--- src/rtl/write_scheduler_if.sv ---
// rtl/write_scheduler_if.sv - writer request bus and FIFO write port of the write scheduler
interface write_scheduler_if #(
    parameter int NUM_WRITERS = 2,
    parameter int DATA_W      = 8
);
    logic [NUM_WRITERS*DATA_W-1:0] i_data;
    logic [NUM_WRITERS-1:0]        i_req;
    logic                          i_fifo_full;
    logic [NUM_WRITERS-1:0]        o_busy;
    logic                          o_we;
    logic [DATA_W-1:0]             o_data;

    modport master (
        output i_data, i_req, i_fifo_full,
        input  o_busy, o_we, o_data
    );

    modport slave (
        input  i_data, i_req, i_fifo_full,
        output o_busy, o_we, o_data
    );
endinterface

--- src/rtl/write_scheduler.sv ---
// rtl/write_scheduler.sv - round-robin arbiter sharing one FIFO write port between writers
// Optional regrant bursts of up to MAX_BURST when WRITE_SCHEDULER_BURST_EN is defined.
module write_scheduler #(
    parameter int NUM_WRITERS = 2,
    parameter int DATA_W      = 8
`ifdef WRITE_SCHEDULER_BURST_EN
    ,
    parameter int MAX_BURST   = 4
`endif
) (
    input  logic              i_clk,
    input  logic              i_reset,
    write_scheduler_if.slave  bus
);
    localparam int PTR_W = (NUM_WRITERS > 1) ? $clog2(NUM_WRITERS) : 1;

    typedef enum logic {IDLE, GRANT} state_t;

    state_t                 state_q, state_d;
    logic [PTR_W-1:0]       rr_q, rr_d;
    logic                   we_q, we_d;
    logic [NUM_WRITERS-1:0] busy_q, busy_d;
    logic [DATA_W-1:0]      data_q, data_d;

    logic [PTR_W-1:0]       rr_win;
    logic [PTR_W-1:0]       win;
    logic                   found;
    int unsigned            idx;

`ifdef WRITE_SCHEDULER_BURST_EN
    localparam int CNT_W = $clog2(MAX_BURST + 1);
    logic [PTR_W-1:0] last_q, last_d;
    logic [CNT_W-1:0] burst_q, burst_d;
    logic             regrant;
`endif

    always_ff @(posedge i_clk) begin
        if (i_reset) begin
            state_q <= IDLE;
            rr_q    <= '0;
            we_q    <= 1'b0;
            busy_q  <= '1;
            data_q  <= '0;
`ifdef WRITE_SCHEDULER_BURST_EN
            last_q  <= '0;
            burst_q <= '0;
`endif
        end else begin
            state_q <= state_d;
            rr_q    <= rr_d;
            we_q    <= we_d;
            busy_q  <= busy_d;
            data_q  <= data_d;
`ifdef WRITE_SCHEDULER_BURST_EN
            last_q  <= last_d;
            burst_q <= burst_d;
`endif
        end
    end

    always_comb begin
        state_d = state_q;
        rr_d    = rr_q;
        we_d    = 1'b0;
        busy_d  = '1;
        data_d  = data_q;
        rr_win  = '0;
        win     = '0;
        found   = 1'b0;
        idx     = 0;
`ifdef WRITE_SCHEDULER_BURST_EN
        last_d  = last_q;
        burst_d = burst_q;
        regrant = 1'b0;
`endif

        // Scan downwards so the requester closest to rr_q is the last to be latched.
        for (int i = NUM_WRITERS - 1; i >= 0; i--) begin
            idx = int'(rr_q) + i;
            if (idx >= NUM_WRITERS) begin
                idx = idx - NUM_WRITERS;
            end
            if (bus.i_req[idx]) begin
                rr_win = PTR_W'(idx);
                found  = 1'b1;
            end
        end
        win = rr_win;

`ifdef WRITE_SCHEDULER_BURST_EN
        // rr_q already points past the previous winner, so a regrant leaves it untouched.
        regrant = (burst_q != '0) && (burst_q < CNT_W'(MAX_BURST)) && bus.i_req[last_q];
        if (regrant) begin
            win = last_q;
        end
`endif

        case (state_q)
            IDLE: begin
                if (found && !bus.i_fifo_full) begin
                    state_d     = GRANT;
                    we_d        = 1'b1;
                    busy_d[win] = 1'b0;
                    data_d      = bus.i_data[int'(win)*DATA_W +: DATA_W];
                    rr_d        = (int'(win) == NUM_WRITERS - 1) ? '0 : win + PTR_W'(1);
`ifdef WRITE_SCHEDULER_BURST_EN
                    last_d      = win;
                    burst_d     = regrant ? burst_q + CNT_W'(1) : CNT_W'(1);
`endif
                end
            end
            GRANT: begin
                state_d = IDLE;
            end
            default: begin
                state_d = IDLE;
            end
        endcase
    end

    assign bus.o_busy = busy_q;
    assign bus.o_we   = we_q;
    assign bus.o_data = data_q;
endmodule
--- src/flat_wrapper.sv ---
// flat-port wrapper written by rule: the top's interface ports become plain ports
module write_scheduler_flat 
#(
    parameter int NUM_WRITERS = 2,
    parameter int DATA_W      = 8

)
  (i_clk, i_reset, bus_i_data, bus_i_req, bus_i_fifo_full, bus_o_busy, bus_o_we, bus_o_data);
  write_scheduler_if #(.NUM_WRITERS(NUM_WRITERS), .DATA_W(DATA_W)) bus_i ();
  input  logic i_clk;
  input  logic i_reset;
  input wire logic [$bits(bus_i.i_data)-1:0] bus_i_data;
  input wire logic [$bits(bus_i.i_req)-1:0] bus_i_req;
  input wire logic [$bits(bus_i.i_fifo_full)-1:0] bus_i_fifo_full;
  output wire logic [$bits(bus_i.o_busy)-1:0] bus_o_busy;
  output wire logic [$bits(bus_i.o_we)-1:0] bus_o_we;
  output wire logic [$bits(bus_i.o_data)-1:0] bus_o_data;
  assign bus_i.i_data = bus_i_data;
  assign bus_i.i_req = bus_i_req;
  assign bus_i.i_fifo_full = bus_i_fifo_full;
  assign bus_o_busy = bus_i.o_busy;
  assign bus_o_we = bus_i.o_we;
  assign bus_o_data = bus_i.o_data;
  write_scheduler #(.NUM_WRITERS(NUM_WRITERS), .DATA_W(DATA_W)) u_core (.i_clk(i_clk), .i_reset(i_reset), .bus(bus_i));
endmodule
--- config.mk ---
export PLATFORM = sky130hd
export DESIGN_NAME = write_scheduler_flat
export DESIGN_NICKNAME = d
export VERILOG_FILES = /design/src/rtl/write_scheduler_if.sv /design/src/rtl/write_scheduler.sv /design/src/flat_wrapper.sv
export SDC_FILE = /design/constraint.sdc
export NUM_CORES = 1
export LEC_CHECK = 0
export ABC_CLOCK_PERIOD_IN_PS = 2200
export CAP_MARGIN = 25
export CORE_MARGIN = 2
export CORE_UTILIZATION = 38
export CTS_CLUSTER_DIAMETER = 60
export DETAILED_ROUTE_END_ITERATION = 8
export PLACE_DENSITY = 0.81
export SYNTH_ARGS = -nofsm -noshare
export SYNTH_HDL_FRONTEND = slang
export SYNTH_SLANG_ARGS = --single-unit
--- constraint.sdc ---
create_clock -name i_clk -period 2.2 [get_ports i_clk]
set_input_delay 0.44 -clock i_clk [delete_from_list [all_inputs] [get_ports i_clk]]
set_output_delay 0.44 -clock i_clk [all_outputs]
set_load 0.005 [all_outputs]
==> reports/qor.yml, run 1 <==
global_route:
  antenna_found_initial: 0
  grt_pass1_wl_mm: 2.74
  grt_start_max_net_pins: 12
  grt_overflow: 0
  grt_pass1_vias: 600
  track_usage_pct: 20.5
cts:
  postCtsHoldBufs: 0
  htree_levels: 1
  clock_latency_ps: 270
  root_buffer: "clkbuf_4"
  cts.repair.resized: 0
  cts.clk_slew.worst_paths_ps: 70
  cts_buffer_depth: 2
  cts.sinks: 12
  numCtsBuffers: 3
  cts_tree: "yes"
  post_cts_buffers: 0
setup_path:
  cp-start-kind: "primary input"
  cp_top_family: "buffers and inverters"
  r2r_cells: 3
  critical_path_class: "primary input to register"
  r2r-end: "u_core.bus.o_data[0]"
  cp_data_required_time_ps: 2370
  reg2reg_from: "u_core.rr_q"
  critical_path.max_fanout: 9
  max_stage_delay_ps: 510
  cp_cell_sequence: "clkdlybuf4s50_1, nor2b_1, o21ai_0, a311oi_1"
  crit_buf_inv: 1
  slowest_stage: "clkdlybuf4s50_1"
  reg2reg_slack_ps: 860
  arrival_ps: 1910
  cp-end-kind: "register"
sta:
  hold_viol: 0
  tightest_slew_ps: 513
  worst_clock_skew_ps: 4.77
  setup-tns-final_ps: 0
  rsz0062_at_grt: "no"
  fin_crit_ps: 1740
  maxSlewViolCount: 0
  finalSetupViolations: 0
  post-route-period-util_pct: 79.0
  slew_headroom_pct: 65.7
  fmax_mhz: 576
  worst_slack_ps: 463
hold_path:
  holdPathEnd: "u_core.bus.o_data[3]"
  hold-path-cell-count: 2
  hp-start: "u_core.bus.o_data[3]"
  hold_class: "register to register"
synth:
  synthArstFlopShare_pct: 0
  yosys-top-cells-area: "dfxtp_1 44%, a311oi_1 11%, a21oi_1 8.2%"
  synth_top_area_share_pct: 43.7
  yosysMostFrequentCell: "dfxtp_1"
  ys_warn_count: 0
  ys.flop_type: "dfxtp_1"
  syn_area_per_cell_um2: 8.86
  synth_edf_count: 0
  syn_inst: 62
  syn_area_um2: 549
  synth-seq-cells: 12
  synth_cell_types: 20
  ys_seq_area_share_pct: 43.7
  synth_area_leader_cell: "dfxtp_1"
  synthTopCellsByCount: "12 x dfxtp_1, 9 x a21oi_1, 8 x nand3_1, 8 x o21ai_0, 7 x a311oi_1"
  syn-num-nets: 83
final_layout:
  drive_above_1_share_pct: 9.57
  fin_nets: 117
  nFillCells: 114
  n_antenna_cell: 0
  area_delta_synth_final_pct: 62.9
routing:
  antenna_left: 0
  vias_per_cell: 5.67
  dr.pass1.iters: 4
  wl_per_cell_um: 15.2
  drc: 0
  drt-initial-drc-count: 19
  wirelength_mm: 1.66
  num_vias: 618
placement:
  finalWeightedCongestion: 0.745
  pre_cts_slack_ps: 190
  dp_hpwl_mm: 1.21
  io_buffers: 31
die:
  die-area_mm2: 0.00177
  start_util_pct: 41.2
  die_y_um: 42.0
  fp.coreArea_mm2: 0.00133
  core.rowCount: 13
  io-pin-count: 32
  die_w_um: 42.0
pwr:
  peakVddDrop_v: 0.000366
  p_per_area_mw_per_mm2: 577
  power_leakage_uw: 0.000316
outcome:
  status: "finished, final reports clean"
flow_run:
  timing.max_cap.violations: 0
==> flip-flops by register name (all words and copies together), names as in the netlist <==
signal and flops:
u_core.state_q 1, u_core.bus.o_busy 2, u_core.bus.o_data 8, u_core.rr_q 1
==> power by group <==
group / total (uW) / switching (uW) / internal, uW
logic: 137 / 56.6 / 80.9
registers: 242 / 8.01 / 234
clock network: 137 / 73.2 / 63.5
total: 516 / 138 / 378
==> through the flow <==
step,instance area (um^2),instances,hold WS (ps),power [uW],util (%)
6_report,895,109,521,516,67.1
5_1_grt,895,109,548,540,67.1
4_1_cts,895,109,524,518,67.1
3_5_place_dp,872,106,515,384,65.4
3_3_place_gp,872,106,513,381,65.4
2_1_floorplan,549,62,507,306,-
==> cell families (layout without fill, tap and decap cells) <==
family / after synthesis / after routing / synth area share, %
compound gates: 27 / 27 / 33.7
simple gates: 16 / 16 / 15.3
flops: 12 / 12 / 43.7
buf+inv: 7 / 39 / 7.29
==> how the worst max path moves through the flow <==
stage	cells after the start	slack, ps	start	to
floorplan	4	890	bus_i_fifo_full	u_core.bus.o_busy[1]
global placement	4	300	bus_i_req[1]	u_core.rr_q
detailed placement	4	190	bus_i_req[0]	u_core.bus.o_data[0]
CTS	4	480	bus_i_req[0]	u_core.bus.o_data[0]
global route	4	350	bus_i_req[0]	u_core.bus.o_data[0]
finish	4	460	bus_i_req[0]	u_core.bus.o_data[0]
==> area by class of cell <==
class	instances	area (um^2)	share of cell area, %
repair buffers	35	340	38.0
multi-input cells	43	269	30.1
flip-flops and latches	12	240	26.9
clock buffers	3	22.5	2.52
well taps	15	18.8	2.10
inverters	1	3.75	0.420
==> worst reg2reg max path, cell delays in order (launching register included) <==
cell and delay (ps):
dfxtp_1 320, nor2b_1 420, o21ai_0 180, a311oi_1 310
==> per-layer routing <==
metal	up-vias	part of all wire (%)	track usage [%]
met4	0	1.6	10.6
li1	303	-	-
met5	-	0	0
met1	279	42	26.6
met3	4	7.9	5.60
met2	32	48	30.9
==> placed cells by master, fill, tap and decap left out <==
cell type / count
a21oi_1: 9
clkdlybuf4s50_1: 31
a211o_1: 1
nor2b_1: 1
clkbuf_4: 3
a311oi_2: 2
dfxtp_1: 12
nor2_1: 2
o21ai_0: 8
nand2_1: 1
buf_4: 4
nand3_1: 8
nand2b_1: 1
inv_1: 1
and2_1: 1
a311oi_1: 7
or2_1: 1
or4_1: 1
Power figures use the tool's default switching activity.
==> run 2: changes to the inputs <==
- ABC_CLOCK_PERIOD_IN_PS: 2200 -> 1700
- CORE_UTILIZATION: 38 -> 36
- PLACE_DENSITY: 0.81 -> 0.77
- clock period: 2.2 -> 1.7 ns (I/O delays scaled with it)
==> run 2 against run 1 <==
  * Total power increased by 42%
  * Die area up 5.0%
  * Critical path type unchanged
  * Largest power group unchanged
  * Register-to-register slack lost 440 ps
  * Setup slack worse by 310 ps
  * Clock power up 69%
  * Clock skew fell by 1.1 ps
  * Highest routed layer unchanged
  * Final cell count grew 6.4%
  * Critical path depth stayed put
  * Largest cell class unchanged
==> reports/qor.yml, run 2 (same netlist as run 1, synthesis figures left out) <==
setup_path:
  cp-end-kind: "register"
  critical_path.max_fanout: 9
  cp-start-kind: "primary input"
  reg2reg_from: "u_core.rr_q"
  critical_path_class: "primary input to register"
  arrival_ps: 1730
  crit_start: "bus_i_req[0]"
  cp_data_required_time_ps: 1880
cts:
  htree_levels: 1
  postCtsHoldBufs: 0
  root_buffer: "clkbuf_4"
  cts.clk_slew.worst_paths_ps: 80
  cts.repair.resized: 0
  numCtsBuffers: 3
  cts_buffer_depth: 2
  cts_tree: "yes"
  clock_latency_ps: 280
  post_cts_buffers: 0
  cts.sinks: 12
flow_run:
  timing.max_cap.violations: 0
global_route:
  antenna_found_initial: 0
  grt_overflow: 0
  grt_pass1_wl_mm: 2.75
  grt_start_max_net_pins: 12
  use_met1_pct: 24.0
  busiest_layer: "met2"
  track_usage_pct: 19.7
  use_met2_pct: 33.3
  met3_usage_pct: 3.40
  grt_pass1_vias: 631
placement:
  dp_hpwl_mm: 1.23
  io_buffers: 31
  finalWeightedCongestion: 0.773
  place_area_um2: 911
  pre_cts_slack_ps: -115
  dpl.cell_count: 112
sta:
  setup-tns-final_ps: 0
  rsz0062_at_grt: "no"
  post-route-period-util_pct: 90.9
  fin_crit_ps: 1550
  fmax_mhz: 647
  tightest_slew_ps: 514
  worst_slack_ps: 155
  hold_ws_ps: 519
  maxSlewViolCount: 0
  worst_clock_skew_ps: 3.64
  slew_headroom_pct: 65.7
  hold_viol: 0
  finalSetupViolations: 0
hold_path:
  hp-start: "u_core.bus.o_data[5]"
  hold_class: "register to register"
routing:
  dr.pass1.iters: 4
  num_vias: 651
  drt-initial-drc-count: 16
  wl_per_cell_um: 14.6
  antenna_left: 0
  vias_per_cell: 5.61
  drc: 0
  wirelength_mm: 1.70
pwr:
  combPwrFrac_pct: 25.7
  clockPowerShare_pct: 31.6
  p_per_area_mw_per_mm2: 774
  cell_internal_pwr_uw: 546
  power_leakage_uw: 0.000348
  swShare_pct: 25.6
  switchingPower_uw: 187
  power_frac_seq_pct: 42.7
  peakVddDrop_v: 0.000471
die:
  core.rowCount: 14
  fp.coreArea_mm2: 0.00147
  io-pin-count: 32
  die_w_um: 43.1
  die_y_um: 43.1
  die-area_mm2: 0.00185
  start_util_pct: 37.3
final_layout:
  fin_cells: 116
  largest_reg_flops: 8
  drive_above_1_share_pct: 15.0
  final_common_cell: "clkdlybuf4s50_1"
  fin_nets: 122
  n_antenna_cell: 0
  layout_common_cells: "31 x clkdlybuf4s50_1, 12 x dfxtp_1, 9 x a21oi_1, 9 x buf_4"
  design_area_um2: 947
  area_delta_synth_final_pct: 72.4
outcome:
  status: "finished, final reports clean"
[run 2: cell types whose count changed in the layout (fill, tap and decap cells not counted), sizes merged]
| cell | delta |
|---|---|
| buf | +5 |
| clkbuf | +1 |
[run 2: power by group through the flow]
stage,Sequential [uW],Combinational [uW],Clock (uW)
after floorplan,321,75.0,0
after global placement,319,185,0
after detailed placement,319,188,0
after CTS,313,189,237
after global routing,316,203,249
final,313,188,232
[run 2: area by class of cell]
cell class                      count  area (um^2)
Clock buffer                        4         36.3
Tap cell                           16         20.0
Inverter                            1         3.75
Sequential cell                    12          240
Fill cell                         136          524
Timing Repair Buffer               40          378
Multi-Input combinational cell     43          269
[run 2: metrics by stage]
stage / total power [uW] / util (%)
2_1_floorplan: 396 / -
3_3_place_gp: 504 / 61.9
3_5_place_dp: 507 / 61.9
4_1_cts: 738 / 64.4
5_1_grt: 768 / 64.4
6_report: 733 / 64.4
[run 2: path summary, 6_finish.rpt]
kind	endpoint	slack, ps	cells past startpoint
worst max-delay path	u_core.bus.o_data[0]	150	4
worst min-delay path	u_core.bus.o_data[5]	520	2
worst max register to register	u_core.bus.o_data[0]	420	3
worst min register to register	u_core.bus.o_data[5]	520	2
[run 2: routing by layer]
metal | wire [um] | part of all wire [%]
met1 | 736 | 43
met2 | 812 | 48
met3 | 120 | 7.1
met4 | 25 | 1.5
met5 | 0 | 0
[run 2: critical path: stages]
cell	delay, ps
clkdlybuf4s50_1	490
nor2b_1	450
o21ai_0	150
a311oi_1	290
